## config.mk

```make
export PLATFORM = sky130hd
export DESIGN_NAME = uart_frame_loader
export DESIGN_NICKNAME = d
export VERILOG_FILES = /design/src/rtl/uart_frame_loader.sv
export SDC_FILE = /design/constraint.sdc
export NUM_CORES = 1
export LEC_CHECK = 0
export CAP_MARGIN = 20
export CORE_MARGIN = 1.5
export CORE_UTILIZATION = 57
export CTS_BUF_LIST = sky130_fd_sc_hd__clkbuf_16
export DETAILED_ROUTE_END_ITERATION = 12
export PLACE_DENSITY = 0.89
export SLEW_MARGIN = 20
export SYNTH_ARGS = -nofsm -noshare
export SYNTH_HDL_FRONTEND = slang
export SYNTH_SLANG_ARGS = --single-unit
```

## constraint.sdc

```tcl
create_clock -name clk -period 3.3 [get_ports clk]
set_input_delay 0.66 -clock clk [delete_from_list [all_inputs] [get_ports clk]]
set_output_delay 0.66 -clock clk [all_outputs]
set_load 0.005 [all_outputs]
```

## src/rtl/uart_frame_loader.sv

```systemverilog
// rtl/uart_frame_loader.sv - UART byte stream to image-memory frame loader (optional XOR checksum via CHECKSUM_EN)
module uart_frame_loader #(
  parameter int         IMG_BYTES    = 784,
  parameter logic [7:0] SYNC_BYTE    = 8'hA5,
  parameter int         TIMEOUT_CLKS = 1_000_000
) (
  input  logic                         clk,
  input  logic                         reset,
  input  logic                         rx_dv,
  input  logic [7:0]                   rx_byte,
  output logic                         wr_en,
  output logic [$clog2(IMG_BYTES)-1:0] wr_addr,
  output logic [7:0]                   wr_data,
  output logic                         frame_done,
  output logic                         frame_err,
  output logic                         busy
);

  localparam int AW = $clog2(IMG_BYTES);
  localparam int TW = (TIMEOUT_CLKS > 1) ? $clog2(TIMEOUT_CLKS) : 1;
  localparam logic [AW-1:0] LAST_ADDR = AW'(IMG_BYTES - 1);
  localparam logic [TW-1:0] TMO_LIMIT = TW'(TIMEOUT_CLKS - 1);

`ifdef CHECKSUM_EN
  typedef enum logic [1:0] {IDLE, LOAD, CHECK} state_t;
`else
  typedef enum logic {IDLE, LOAD} state_t;
`endif

  state_t        state;
  logic [AW-1:0] count;
  logic [TW-1:0] tmo_cnt;
  logic          tmo_hit;
`ifdef CHECKSUM_EN
  logic [7:0]    csum;
`endif

  // Inter-byte gap has reached its limit while a frame is in progress
  assign tmo_hit = (state != IDLE) && (tmo_cnt == TMO_LIMIT);

  // Frame FSM: sync hunt, pixel writes, optional checksum compare, inter-byte timeout
  always_ff @(posedge clk) begin
    if (reset) begin
      state      <= IDLE;
      count      <= '0;
      tmo_cnt    <= '0;
      wr_en      <= 1'b0;
      wr_addr    <= '0;
      wr_data    <= '0;
      frame_done <= 1'b0;
      frame_err  <= 1'b0;
      busy       <= 1'b0;
`ifdef CHECKSUM_EN
      csum       <= '0;
`endif
    end else begin
      wr_en      <= 1'b0;
      frame_done <= 1'b0;
      frame_err  <= 1'b0;

      // Gap counter idles at zero and restarts on every received byte
      if (state == IDLE || rx_dv) begin
        tmo_cnt <= '0;
      end else begin
        tmo_cnt <= tmo_cnt + TW'(1);
      end

      case (state)
        IDLE: begin
          if (rx_dv && rx_byte == SYNC_BYTE) begin
            state <= LOAD;
            count <= '0;
            busy  <= 1'b1;
`ifdef CHECKSUM_EN
            csum  <= '0;
`endif
          end
        end

        LOAD: begin
          if (tmo_hit) begin
            // A byte arriving on the timeout cycle is dropped with the frame
            state     <= IDLE;
            busy      <= 1'b0;
            frame_err <= 1'b1;
            tmo_cnt   <= '0;
          end else if (rx_dv) begin
            wr_en   <= 1'b1;
            wr_addr <= count;
            wr_data <= rx_byte;
`ifdef CHECKSUM_EN
            csum    <= csum ^ rx_byte;
`endif
            if (count == LAST_ADDR) begin
              // count holds at the last address; it is cleared by the next sync
`ifdef CHECKSUM_EN
              state      <= CHECK;
`else
              state      <= IDLE;
              busy       <= 1'b0;
              frame_done <= 1'b1;
`endif
            end else begin
              count <= count + AW'(1);
            end
          end
        end

`ifdef CHECKSUM_EN
        CHECK: begin
          if (tmo_hit) begin
            state     <= IDLE;
            busy      <= 1'b0;
            frame_err <= 1'b1;
            tmo_cnt   <= '0;
          end else if (rx_dv) begin
            state <= IDLE;
            busy  <= 1'b0;
            if (rx_byte == csum) begin
              frame_done <= 1'b1;
            end else begin
              frame_err <= 1'b1;
            end
          end
        end
`endif

        default: begin
          state <= IDLE;
          busy  <= 1'b0;
        end
      endcase
    end
  end

endmodule

```

==> reports/qor.txt <==
Status: complete, no violations
Max-slew violations: 0
Critical path startpoint category: flip-flop
Worst reg2reg endpoint: count[2]
Fmax: 0.393 GHz
Final Setup Violations: 0
Final wirelength: 4590 um
Drc violations: 0
Area delta synth->final: 21.3%
CTS buffer count: 5
Final ANT Viol Nets: 0
Vias per inst: 5.62
CTS tree: yes
Hold Crit Depth: 2
Tmin final: 2.54 ns
Worst Hold Path EP: wr_addr[3]
Mapped Cells: 259
Drt wl/cell: 13.5 um
Initial antenna violation count: 0
Die area: 0.00431 mm^2
Reg2reg path depth: 5
Worst hold path startpoint: wr_addr[3]
IO buf count: 32
Largest net degree at the start of global routing: 26
Crit path max fanout: 25
Worst EP arrival: 2.77 ns
Share of layout cells above drive strength 1: 8.19%
Hold Crit Class: flip-flop to flip-flop
Slowest CP cell: or4_1
Fin worst setup slack: 0.756 ns
Synthesized net count: 272
RSZ-0062 raised after global routing: no
Synth warn: 0
CP required: 3.52 ns
Total negative slack: 0 ns
Total Power: 1160 uW
Synth cell types: 37
Asr flop ratio synth: 0%
Final Hold Fails: 0
Worst path most repeated cell: or4_1
R2r setup slk: 0.76 ns
Clock-pin transition on the worst setup and hold timing paths: 0.07 ns
# clock sinks: 53
Worst slew pin tran: 0.826 ns
Worst path buffer plus inverter count: 0
Seq cells post-synth: 53
Global-route wire length before repair: 7810 um
Max Root-Sink Buffers: 2
Initial drt markers: 125
Combinational share of power: 2.3%
I/O pin cnt: 33
Flop pwr share: 55.0%
Final Net Count: 305
CP Cell Sequence: or4_1, or4_1, o21a_1, and3_1, o21ai_1
EDFF count, synth: 0
Postcts setup bufs: 0
Switch Pwr: 232 uW
Peak supply drop: 335 uV
Placed Area: 0.00257 mm^2
Vias in the first global route: 1787
Register area share after synthesis: 47.5%
CP Capture Type: flip-flop
Total number of vias: 1917
Post-DP HPWL: 3020 um
Crit Path Class: flip-flop to flip-flop
Design Area, Final: 0.00271 mm^2
P_leak: 0.000913 uW
GRT Residual Overflow: 0
Die W: 65.6 um
Clk_lat worst skew: 0.29 ns
Std cell rows: 22
Chip height: 65.6 um
Clock Power Share: 42.7%
Hold Buf Count CTS: 0
Delay-heaviest family, CP: simple AND/OR/NAND/NOR gates
Slew HR: 44.4%
Post_cts resized: 0
Filler Cell Count: 291
Synthesized area per cell: 8.63 um^2
Internal Power: 932 uW
Pwr dens: 429 mW/mm^2
Net Sw Frac: 20.0%
GRT Total Usage: 23.5%
RR Startpoint: tmo_cnt[12]
Core area: 0.00372 mm^2
Ys flop type: dfxtp_1
Period Utilization, post-route: 77.1%
CTS Root Buffer Type: clkbuf_16
Crit-path max cell delay: 0.67 ns
Gpl congestion: 0.868
Pre-CTS setup slack: 0.770 ns
H-tree depth: 2
WHS: 0.452 ns
Mapped cell area: 0.00224 mm^2
Max-Cap Viols: 0
Initial Utilization: 60.2%
Skew final: 0.00536 ns
Ant. Diodes: 0
DR pass1 iterations: 4
-- metrics by stage --
step                      util (%)  instances
after floorplan                  -        259
after global placement        69.2        333
after detailed placement      69.2        333
after CTS                     73.0        341
after global routing          73.0        341
final                         73.0        341
-- cells in the mapped netlist (3+ instances only) --
master | instances | area [um^2]
nand3_1 | 11 | 55.1
xnor2_1 | 6 | 52.6
a21oi_1 | 21 | 105
nand4_1 | 9 | 56.3
buf_2 | 3 | 15.0
nand2_1 | 52 | 195
o21ai_0 | 3 | 15.0
xor2_1 | 15 | 131
dfxtp_1 | 53 | 1060
and4_1 | 3 | 26.3
nor4_1 | 4 | 25.0
nor2_2 | 10 | 62.6
o21ai_1 | 3 | 15.0
nor2_1 | 23 | 86.3
and3_1 | 10 | 62.6
o211ai_1 | 3 | 22.5
or4_1 | 3 | 22.5
-- power groups by stage --
stage,clock network [uW],logic [uW],registers [uW]
final,497,27.2,640
after detailed placement,0,27.0,654
after global routing,532,29.2,639
after CTS,507,27.2,640
after floorplan,0,8.02,654
after global placement,0,26.4,654
-- sequential cells by signal, summed over array words and instances (netlist names), 8 cells and up --
register,count
count,10
tmo_cnt,20
wr_addr,10
wr_data,8
-- per-layer routing --
metal  share of wire (%)  vias up  GRT usage [%]
met2                  49       42           38.9
li1                    -      962              -
met5                   0        -              0
met3                 3.8        6           5.82
met4                 1.6        0           8.59
met1                  46      907           29.5
-- kinds of logic (layout without fill, tap and decap cells) --
logic type	Yosys count	after routing	share of synthesized area [%]
AOI/OAI and AO/OA	37	37	9.57
DFF	53	53	47.5
buffers and inverters	10	44	3.25
adders and majority gates	2	2	1.12
xor gates and xnor gates	21	21	8.23
and+or+nand+nor	136	136	30.4
-- cell type report --
class                           count  area [um^2]  share of cell area [%]
Tap cell                           48         60.1                    2.21
Multi-Input combinational cell    196         1100                    40.6
Inverter                            1         3.75                   0.138
Timing Repair Buffer               35          343                    12.6
Sequential cell                    53         1060                    39.1
Clock buffer                        5          125                    4.61
Clock inverter                      3         17.5                   0.646
-- cell usage in the layout (no fill, tap or decap), types with 3 or more instances in the layout --
cell type         n
nand3_1          11
or4_1             3
xor2_1           15
o21ai_0           3
nand4_1           9
nor4_1            4
a21oi_1          21
clkdlybuf4s50_1  32
and4_1            3
xnor2_1           6
clkbuf_16         5
o21ai_1           3
buf_4             3
dfxtp_1          53
nor2_2           10
nor2_1           23
o211ai_1          3
and3_1           10
nand2_1          52
-- worst register-to-register path, stage by stage, from the launching register on --
cell	delay, ns
dfxtp_1	0.36
or4_1	0.51
or4_1	0.67
o21a_1	0.51
and3_1	0.31
o21ai_1	0.12
-- worst max-delay path by stage --
stage | cells past startpoint | from | endpoint
6_report | 5 | tmo_cnt[12] | count[2]
5_1_grt | 5 | tmo_cnt[12] | count[2]
4_1_cts | 5 | tmo_cnt[12] | count[2]
3_5_place_dp | 5 | rx_dv | count[3]
3_3_place_gp | 5 | rx_dv | count[4]
2_1_floorplan | 8 | tmo_cnt[13] | tmo_cnt[11]
Note: power is estimated with default switching activity, not from simulation.
==> patch (config.mk and constraints unchanged) <==
The parameter `TIMEOUT_CLKS` goes from 1_000_000 to 2_000_000.
--- a/src/rtl/uart_frame_loader.sv
+++ b/src/rtl/uart_frame_loader.sv
@@ -2,7 +2,7 @@
 module uart_frame_loader #(
   parameter int         IMG_BYTES    = 784,
   parameter logic [7:0] SYNC_BYTE    = 8'hA5,
-  parameter int         TIMEOUT_CLKS = 1_000_000
+  parameter int         TIMEOUT_CLKS = 2_000_000
 ) (
   input  logic                         clk,
   input  logic                         reset,
Function: same outputs for any inputs over 10 cycles, from zero or initial values and one cycle with reset high; that may be too few to reach the edited logic, so the function may still have changed.
==> patch against the unedited design <==
Synthesized area increased by 6.4%. Total power increased by 2.2%. Sequential cell count increased by 1. Die area increased by 6.1%. Sequential power increased by 2%. Fmax decreased by 7.9%. Utilization decreased by 3.0 points. Setup slack got worse by 0.22 ns. Sequential share of layout area decreased by 0.51 points. Wire length decreased by 0.15%. Design area increased by 3.2%. Via count decreased by 1.8%. Largest cell class unchanged. Largest power group unchanged.
==> patch: results <==
group,metric,value,unit
status,status,"finished, final reports clean",
logic_synthesis,yosys-top-cells-count,"dfxtp_1, nor2_1, mux2i_1",
placement,place_congestion,0.870,
power_and_ir_drop,p_switching,0.243,mW
layout,reg_top3,"tmo_cnt (21), count (10), wr_addr (10)",
logic_synthesis,post_synth_num_cell_types,44,
worst_setup_path,crit_path_max_fanout,28,
power_and_ir_drop,power_leakage,1.02,nW
worst_setup_path,critical_path_arrival,2.95,ns
logic_synthesis,syn-num-nets,270,
worst_hold_path,hold_path.class,"flip-flop to flip-flop",
global_routing,grt_usage,21.9,%
logic_synthesis,synth_seq_area_share,45.4,%
placement,hpwl,3.17,mm
detailed_routing,routedWlPerCell,13.7,µm
timing,fin_skew,0.00260,ns
logic_synthesis,synthTopCellsByArea,"dfxtp_1, nor2_1, mux2i_1, xor2_1, xnor2_1",
timing,whs,0.498,ns
worst_setup_path,rrSetupSlack,0.54,ns
layout,fin_nets,296,
global_routing,grt_max_degree,29,
clocking,clk_latency,0.29,ns
global_routing,grt_first_pass_wirelength,7.56,mm
placement,placed_cell_area,2650,µm²
power_and_ir_drop,ir_drop,0.288,mV
global_routing,grt_pass1_vias,1712,
placement,port_buffers,32,
detailed_routing,drtPass1Iterations,4,
detailed_routing,drt_iter0_drc,101,
layout,layout-drive-gt1-share,5.63,%
layout,nFillCells,325,
global_routing,antenna_found_initial,0,
timing,worst_pin_slew,0.985,ns
clocking,numCtsBuffers,5,
[patch: critical path, cell delays in order, from the launching register on]
cell and delay, ns:
dfxtp_1 0.38, ha_1 0.23, nand4_1 0.17, or4_1 0.68, o211ai_4 0.83, mux2i_1 0.29
nor2_1 0.06
[patch: through the flow]
stage,std cells,power [mW],worst slack (ns)
global placement,326,0.692,0.636
CTS,334,1.20,0.559
detailed placement,326,0.692,0.607
global route,334,1.23,0.336
finish,334,1.19,0.538
floorplan,257,0.678,1.10
[patch: final cells by class]
cell class	instances	area (µm²)	area share [%]
Tap cell	50	62.6	2.23
Clock buffer	5	125	4.47
Timing Repair Buffer	33	328	11.7
Multi-Input combinational cell	181	1150	41.2
Clock inverter	3	21.3	0.760
Sequential cell	54	1080	38.6
Inverter	8	30.0	1.07
[patch: final timing paths]
path / start / endpoint / depth (start not counted)
max: tmo_cnt[0] / wr_data[6] / 6
min: wr_data[7] / wr_data[7] / 2
max reg2reg: tmo_cnt[0] / wr_data[6] / 6
min reg2reg: wr_data[7] / wr_data[7] / 2
[patch: logic make-up after synthesis]
group	count (synthesis)	synth area share, %
mux	18	7.57
flops	54	45.4
simple gates	121	25.8
compound gates	19	6.26
buf+inv	22	6.10
fa+ha+maj	2	1.05
xor+xnor	21	7.73
[patch: power groups by stage]
stage                     logic, mW  registers [mW]  clock network, mW
final                        0.0260           0.652              0.511
after floorplan              0.0112           0.667                  0
after global routing         0.0278           0.651              0.548
after detailed placement     0.0256           0.667                  0
after CTS                    0.0258           0.652              0.521
after global placement       0.0255           0.667                  0
[patch: layer usage]
layer / global-route usage [%] / routed length (µm) / vias to the layer above
met1: 26.7 / 2120 / 884
met3: 6.00 / 184 / 7
li1: - / - / 950
met4: 9.95 / 69 / 0
met2: 35.8 / 2210 / 41
met5: 0 / 0 / -
